$ cat config.mk
export PLATFORM = sky130hd
export DESIGN_NAME = ahb_apb_bridge_core_flat
export DESIGN_NICKNAME = d
export VERILOG_FILES = /design/src/rtl/ahb_apb_bridge_core_if.sv /design/src/rtl/ahb_apb_bridge_core.sv /design/src/flat_wrapper.sv
export SDC_FILE = /design/constraint.sdc
export NUM_CORES = 1
export LEC_CHECK = 0
export ABC_AREA = 1
export BUFFER_PORTS_ARGS = -buffer_cell sky130_fd_sc_hd__buf_2
export CORE_MARGIN = 2
export CORE_UTILIZATION = 39
export CTS_BUF_LIST = sky130_fd_sc_hd__clkbuf_2
export DETAILED_ROUTE_END_ITERATION = 7
export PLACE_DENSITY = 0.79
export SLEW_MARGIN = 20
export SYNTH_ARGS = -nofsm -noshare
export SYNTH_HDL_FRONTEND = slang
export SYNTH_SLANG_ARGS = --single-unit
export TNS_END_PERCENT = 50
$ cat constraint.sdc
create_clock -name clock -period 1.5 [get_ports clock]
set_input_delay 0.15 -clock clock [delete_from_list [all_inputs] [get_ports clock]]
set_output_delay 0.15 -clock clock [all_outputs]
set_load 0.02 [all_outputs]
$ cat src/rtl/ahb_apb_bridge_core_if.sv
// AHB-to-APB bridge signal bundle.
// Carries the AHB slave-side signals (Htrans, Hwrite, Hreadyin, Haddr, Hwdata, Hsize, Hburst,
// Hreadyout, Hresp, Hrdata) and the APB master-side signals (Pselx, Penable, Pwrite, Paddr,
// Pwdata, Prdata).
//   slave  : view used by the bridge core (drives Hready/Hresp/Hrdata and all APB outputs)
//   master : view used by the surrounding system / AHB driver and APB peripherals
interface ahb_apb_bridge_core_if #(
  parameter int unsigned NUM_SLV = 3
);
  logic [1:0]         Htrans;
  logic               Hwrite;
  logic               Hreadyin;
  logic [31:0]        Haddr;
  logic [31:0]        Hwdata;
  logic [2:0]         Hsize;
  logic [2:0]         Hburst;
  logic               Hreadyout;
  logic [1:0]         Hresp;
  logic [31:0]        Hrdata;
  logic [31:0]        Prdata;
  logic [NUM_SLV-1:0] Pselx;
  logic               Penable;
  logic               Pwrite;
  logic [31:0]        Paddr;
  logic [31:0]        Pwdata;

  modport slave (
    input  Htrans, Hwrite, Hreadyin, Haddr, Hwdata, Hsize, Hburst, Prdata,
    output Hreadyout, Hresp, Hrdata, Pselx, Penable, Pwrite, Paddr, Pwdata
  );

  modport master (
    output Htrans, Hwrite, Hreadyin, Haddr, Hwdata, Hsize, Hburst, Prdata,
    input  Hreadyout, Hresp, Hrdata, Pselx, Penable, Pwrite, Paddr, Pwdata
  );
endinterface

$ cat src/rtl/ahb_apb_bridge_core.sv
// AHB-slave to APB-master conversion core.
// Accepts single AHB transfers that fall inside the bridge window and replays each one as an
// APB SETUP + ENABLE access to one of NUM_SLV peripherals, stalling AHB through Hreadyout.
// Ports:
//   clock   : bridge clock
//   Hresetn : asynchronous active-low reset
//   bus     : ahb_apb_bridge_core_if.slave (AHB inputs, APB outputs, Hready/Hresp/Hrdata)
module ahb_apb_bridge_core #(
  parameter logic [31:0] BASE_ADDR   = 32'h8000_0000,
  parameter int unsigned REGION_BITS = 26,
  parameter int unsigned NUM_SLV     = 3
) (
  input logic                 clock,
  input logic                 Hresetn,
  ahb_apb_bridge_core_if.slave bus
);

  localparam int unsigned IdxW    = (NUM_SLV > 1) ? $clog2(NUM_SLV) : 1;
  localparam logic [32:0] WinSize = 33'(NUM_SLV) << REGION_BITS;

  typedef enum logic [1:0] {StIdle, StWwait, StSetup, StEnable} state_e;

  state_e             state_q, state_d;
  logic [NUM_SLV-1:0] pselx_q, pselx_d;
  logic               penable_q, penable_d;
  logic               hready_q, hready_d;
  logic               pwrite_q, pwrite_d;
  logic [31:0]        paddr_q, paddr_d;
  logic [31:0]        pwdata_q, pwdata_d;
  logic [IdxW-1:0]    idx_q, idx_d;

  logic [31:0]        offset;
  logic               in_window;
  logic               valid;
  logic [IdxW-1:0]    hidx;
  logic               unused_inputs;

  function automatic logic [NUM_SLV-1:0] onehot(input logic [IdxW-1:0] idx);
    logic [NUM_SLV-1:0] oh;
    oh = '0;
    for (int unsigned i = 0; i < NUM_SLV; i++) begin
      oh[i] = (32'(idx) == i);
    end
    return oh;
  endfunction

  // The 33-bit compare keeps the window check correct even if BASE_ADDR + window wraps.
  assign offset    = bus.Haddr - BASE_ADDR;
  assign in_window = (bus.Haddr >= BASE_ADDR) && ({1'b0, offset} < WinSize);
  assign valid     = bus.Hreadyin && bus.Htrans[1] && in_window;
  assign hidx      = offset[REGION_BITS +: IdxW];

  assign unused_inputs = ^{bus.Hsize, bus.Hburst};

  always_comb begin
    state_d   = state_q;
    pselx_d   = pselx_q;
    penable_d = 1'b0;
    hready_d  = hready_q;
    pwrite_d  = pwrite_q;
    paddr_d   = paddr_q;
    pwdata_d  = pwdata_q;
    idx_d     = idx_q;
    unique case (state_q)
      // ENABLE completes the data phase, so it can accept a pipelined transfer like IDLE.
      StIdle, StEnable: begin
        if (valid) begin
          paddr_d  = bus.Haddr;
          pwrite_d = bus.Hwrite;
          idx_d    = hidx;
          hready_d = 1'b0;
          if (bus.Hwrite) begin
            state_d = StWwait;
            pselx_d = '0;
          end else begin
            state_d = StSetup;
            pselx_d = onehot(hidx);
          end
        end else begin
          state_d  = StIdle;
          pselx_d  = '0;
          hready_d = 1'b1;
        end
      end
      StWwait: begin
        pwdata_d = bus.Hwdata;
        state_d  = StSetup;
        pselx_d  = onehot(idx_q);
        hready_d = 1'b0;
      end
      StSetup: begin
        state_d   = StEnable;
        penable_d = 1'b1;
        hready_d  = 1'b1;
      end
      default: begin
        state_d  = StIdle;
        pselx_d  = '0;
        hready_d = 1'b1;
      end
    endcase
  end

  always_ff @(posedge clock or negedge Hresetn) begin
    if (!Hresetn) begin
      state_q   <= StIdle;
      pselx_q   <= '0;
      penable_q <= 1'b0;
      hready_q  <= 1'b1;
      pwrite_q  <= 1'b0;
      paddr_q   <= '0;
      pwdata_q  <= '0;
      idx_q     <= '0;
    end else begin
      state_q   <= state_d;
      pselx_q   <= pselx_d;
      penable_q <= penable_d;
      hready_q  <= hready_d;
      pwrite_q  <= pwrite_d;
      paddr_q   <= paddr_d;
      pwdata_q  <= pwdata_d;
      idx_q     <= idx_d;
    end
  end

  assign bus.Pselx     = pselx_q;
  assign bus.Penable   = penable_q;
  assign bus.Hreadyout = hready_q;
  assign bus.Pwrite    = pwrite_q;
  assign bus.Paddr     = paddr_q;
  assign bus.Pwdata    = pwdata_q;
  assign bus.Hresp     = 2'b00;
  assign bus.Hrdata    = bus.Prdata;

endmodule

$ cat src/flat_wrapper.sv
// flat-port wrapper written by rule: the top's interface ports become plain ports
module ahb_apb_bridge_core_flat 
#(
  parameter logic [31:0] BASE_ADDR   = 32'h8000_0000,
  parameter int unsigned REGION_BITS = 26,
  parameter int unsigned NUM_SLV     = 3
)
  (clock, Hresetn, bus_Htrans, bus_Hwrite, bus_Hreadyin, bus_Haddr, bus_Hwdata, bus_Hsize, bus_Hburst, bus_Prdata, bus_Hreadyout, bus_Hresp, bus_Hrdata, bus_Pselx, bus_Penable, bus_Pwrite, bus_Paddr, bus_Pwdata);
  ahb_apb_bridge_core_if #(.NUM_SLV(NUM_SLV)) bus_i ();
  input logic clock;
  input logic Hresetn;
  input wire logic [$bits(bus_i.Htrans)-1:0] bus_Htrans;
  input wire logic [$bits(bus_i.Hwrite)-1:0] bus_Hwrite;
  input wire logic [$bits(bus_i.Hreadyin)-1:0] bus_Hreadyin;
  input wire logic [$bits(bus_i.Haddr)-1:0] bus_Haddr;
  input wire logic [$bits(bus_i.Hwdata)-1:0] bus_Hwdata;
  input wire logic [$bits(bus_i.Hsize)-1:0] bus_Hsize;
  input wire logic [$bits(bus_i.Hburst)-1:0] bus_Hburst;
  input wire logic [$bits(bus_i.Prdata)-1:0] bus_Prdata;
  output wire logic [$bits(bus_i.Hreadyout)-1:0] bus_Hreadyout;
  output wire logic [$bits(bus_i.Hresp)-1:0] bus_Hresp;
  output wire logic [$bits(bus_i.Hrdata)-1:0] bus_Hrdata;
  output wire logic [$bits(bus_i.Pselx)-1:0] bus_Pselx;
  output wire logic [$bits(bus_i.Penable)-1:0] bus_Penable;
  output wire logic [$bits(bus_i.Pwrite)-1:0] bus_Pwrite;
  output wire logic [$bits(bus_i.Paddr)-1:0] bus_Paddr;
  output wire logic [$bits(bus_i.Pwdata)-1:0] bus_Pwdata;
  assign bus_i.Htrans = bus_Htrans;
  assign bus_i.Hwrite = bus_Hwrite;
  assign bus_i.Hreadyin = bus_Hreadyin;
  assign bus_i.Haddr = bus_Haddr;
  assign bus_i.Hwdata = bus_Hwdata;
  assign bus_i.Hsize = bus_Hsize;
  assign bus_i.Hburst = bus_Hburst;
  assign bus_i.Prdata = bus_Prdata;
  assign bus_Hreadyout = bus_i.Hreadyout;
  assign bus_Hresp = bus_i.Hresp;
  assign bus_Hrdata = bus_i.Hrdata;
  assign bus_Pselx = bus_i.Pselx;
  assign bus_Penable = bus_i.Penable;
  assign bus_Pwrite = bus_i.Pwrite;
  assign bus_Paddr = bus_i.Paddr;
  assign bus_Pwdata = bus_i.Pwdata;
  ahb_apb_bridge_core #(.BASE_ADDR(BASE_ADDR), .REGION_BITS(REGION_BITS), .NUM_SLV(NUM_SLV)) u_core (.clock(clock), .Hresetn(Hresetn), .bus(bus_i));
endmodule
==> impl_metrics.py <==
metrics = {
    "placement": {
        "dp_cells": 491,
        "gp_congestion": 0.692,
        "port_buffers": 138,
        "hpwlAfterDp_um": 4940,
        "preCtsSetupSlack_ns": 0.115,
    },
    "pwr": {
        "p_per_area_mw_per_mm2": 1670,
        "p_sw_uw": 3020,
        "p_total_uw": 7480,
        "power_leakage_uw": 0.00243,
        "p_seq_share_pct": 41.0,
        "netSwitchingFraction_pct": 40.3,
        "internal_power_uw": 4460,
        "ir_worst_vdd_uv": 643,
        "pwr-share-comb_pct": 45.1,
        "clkPwrFrac_pct": 13.8,
    },
    "die": {
        "die_h_um": 93.3,
        "dieArea_sq_mm": 0.00870,
        "start_util_pct": 40.2,
        "io_pins": 212,
        "core-area_sq_mm": 0.00773,
        "rows": 32,
        "die_w_um": 93.3,
    },
    "setup_path": {
        "critPathMaxFanout": 6,
        "critical_path_required_ns": 1.92,
        "max_stage_delay_ns": 0.58,
        "r2r_slack_ns": 0.09,
        "cp_top_family": "buffers and inverters",
        "path_buf_inv": 3,
        "crit_type": "primary input to flop",
        "path_cells": "dlygate4sd3_1, buf_2, nand2_1, nand2_1, nor2_4, dlygate4sd3_1, nand2_1, nand2_1",
        "cp_common_cell": "nand2_1",
        "cp-start-kind": "primary input",
        "cp_data_arrival_time_ns": 1.88,
        "crit_path_end_kind": "flop",
        "slowest_stage": "dlygate4sd3_1",
    },
    "route": {
        "wl_um": 7870,
        "dr.pass1.iters": 4,
        "drtAntennaViolNets": 0,
        "avgViaCountPerCell": 4.58,
        "dr.first_iter.drc_count": 107,
        "drcViolationCount": 0,
        "avgRoutedWirePerCell_um": 13.7,
        "via_count": 2626,
    },
    "global_routing": {
        "grt_max_degree": 37,
        "grt-busiest-layer": "met2",
        "grt_usage_pct": 18.6,
        "grt_pass1_vias": 2686,
        "use_met3_pct": 5.72,
        "gr-usage-met1_pct": 19.7,
        "grt_pass1_wl_um": 12400,
        "overflow": 0,
        "antenna_found_initial": 0,
        "met2_usage_pct": 33.9,
    },
    "clock_tree": {
        "numCtsBuffers": 9,
        "cts_sinks": 72,
        "post-cts-setup-buffer-count": 0,
        "cts_max_level": 3,
        "cts_tree": "yes",
        "clockBufferDepth": 2,
        "cts.root.buffer_cell": "clkbuf_2",
        "clock_latency_ns": 0.48,
        "cts.clk_slew.worst_paths_ns": 0.18,
    },
    "cells_and_area": {
        "diodes": 0,
        "nets": 577,
        "finalNonFillerCells": 573,
        "drive_above_1_share_pct": 41.6,
        "fin_util_pct": 58.1,
        "fillCellCount": 626,
        "syn2layout_area_growth_pct": 44.5,
    },
    "synthesis": {
        "ys_warn_count": 0,
        "yosysSeqAreaShare_pct": 58.0,
        "synth_xor_xnor_area_share_pct": 0,
        "synth-compound-area-share_pct": 1.61,
        "netlist_instances": 290,
        "synth-simple-area-share_pct": 14.5,
        "synth_cell_types": 21,
        "syn-cell-area_sq_mm": 0.00311,
        "syn_area_per_cell_sq_um": 10.7,
        "synthAdderAreaFrac_pct": 1.21,
        "ys_ff_latch": 72,
        "muxShareOfSynthArea_pct": 11.6,
        "synth_top_family_by_area": "simple AND/OR/NAND/NOR gates",
    },
    "sta": {
        "final-setup-viol-count": 0,
        "setup_tns_ns": 0,
        "fmax_ghz": 0.685,
        "fin_skew_ns": 0.0162,
        "fin_crit_ns": 1.46,
        "fin_ws_ns": 0.0406,
        "slew_violations": 0,
        "grt_setup_unrepaired": "false",
        "timing.final.crit_share_pct": 97.3,
        "hold_viol": 0,
    },
    "run": {
        "drv_cap": 0,
    },
    "hold_path": {
        "min_path_type": "primary input to flop",
    },
    "status": {
        "status": "finished, final reports clean",
    },
}
==> cell families (layout without fill, tap and decap cells) <==
group                    count (synthesis)  after routing
AND/OR/NAND/NOR                        108            108
flip-flops                              72             72
buffers and inverters                   65            245
multiplexers                            32             32
AO/OA/AOI/OAI                            9              9
adder cells (fa/ha/maj)                  3              3
other                                    1              2
==> timing repair <==
| action | 4_1_cts | 5_1_grt |
|---|---|---|
| hold endpoints to repair | 138 | 0 |
| hold buffers | 66 | 0 |
| resized for setup | 0 | 4 |
| endpoints found under the setup margin | 0 | 11 |
==> Yosys cell counts <==
cell      number  area share, %
dfrtp_1       71             57
nand2_1       68            8.2
buf_4         35            8.5
mux2_2        32             12
nand3_1       31            5.0
inv_1         17            2.1
buf_2          9            1.4
nor2_1         5           0.60
a21oi_1        3           0.48
ha_1           3            1.2
nor3_1         3           0.48
o21ai_0        3           0.48
buf_6          2           0.72
a31oi_1        1           0.20
buf_1          1           0.12
clkbuf_1       1           0.12
conb_1         1           0.12
dfstp_2        1           0.85
nor2_2         1           0.20
o21a_1         1           0.24
o22ai_1        1           0.20
==> cells in the final DEF (no fill, tap or decap), types with 2 or more instances in the layout <==
| cell | n |
|---|---|
| ha_1 | 3 |
| nand3_1 | 31 |
| buf_4 | 4 |
| o21ai_0 | 3 |
| buf_2 | 137 |
| nor3_1 | 2 |
| nand2_1 | 68 |
| mux2_2 | 32 |
| dlygate4sd3_1 | 65 |
| dfrtp_1 | 71 |
| clkbuf_2 | 10 |
| clkinv_2 | 2 |
| a21oi_1 | 3 |
| inv_1 | 17 |
| conb_1 | 2 |
| nor2_1 | 5 |
| buf_12 | 4 |
==> layout make-up <==
class	instances	area (sq um)	share of cell area (%)
multi-input combinational	154	916	20.4
clock inverter	6	60.1	1.34
sequential	72	1800	40.2
inverter	17	63.8	1.42
clock buffer	10	50.0	1.11
tap	102	128	2.84
timing repair buffer	212	1470	32.7
==> power by group through the flow <==
stage	logic, uW	clock network, uW	registers [uW]
floorplan	1260	0	4000
global placement	3160	0	3060
detailed placement	3230	0	3100
CTS	3360	1090	3060
global route	3660	1190	3160
finish	3380	1030	3070
==> final timing paths <==
path                                      from                    end  cells past startpoint
setup / recovery                 bus_Haddr[27]      u_core.state_q[1]                      8
hold / removal                   bus_Haddr[28]    u_core.bus.Pselx[0]                      6
setup reg to reg             u_core.state_q[1]  u_core.bus.Pwdata[21]                      4
hold reg to reg            u_core.bus.Paddr[9]    u_core.bus.Paddr[9]                      2
max in group asynchronous              Hresetn  u_core.bus.Pwdata[10]                      4
min in group asynchronous              Hresetn  u_core.bus.Pwdata[11]                      3
==> through the flow <==
| step | cell area [sq um] | hold slack, ns |
|---|---|---|
| 5_1_grt | 4490 | 0.0421 |
| 2_1_floorplan | 3110 | -0.146 |
| 3_5_place_dp | 3700 | 0.0286 |
| 4_1_cts | 4470 | 0.0268 |
| 6_report | 4490 | 0.0972 |
| 3_3_place_gp | 3700 | 0.0258 |
==> registers in the layout, summed over array words and instances (netlist names) <==
signal / cells
u_core.bus.Pselx: 3
u_core.idx_q: 1
u_core.bus.Penable: 1
u_core.bus.Hreadyout: 1
u_core.bus.Pwdata: 32
u_core.bus.Pwrite: 1
u_core.bus.Paddr: 31
u_core.state_q: 2
==> worst min-delay path: stages <==
cell and delay (ns):
buf_2 0.08, nor2_1 0.04, nand2_1 0.09, nor2_4 0.07, nand3_1 0.07, a21oi_1 0.06
==> metal layers <==
metal	up-vias	routed length, um
li1	1245	-
met1	1235	2980
met2	119	4010
met3	27	662
met4	0	211
met5	-	0
Power figures use the tool's default switching activity.
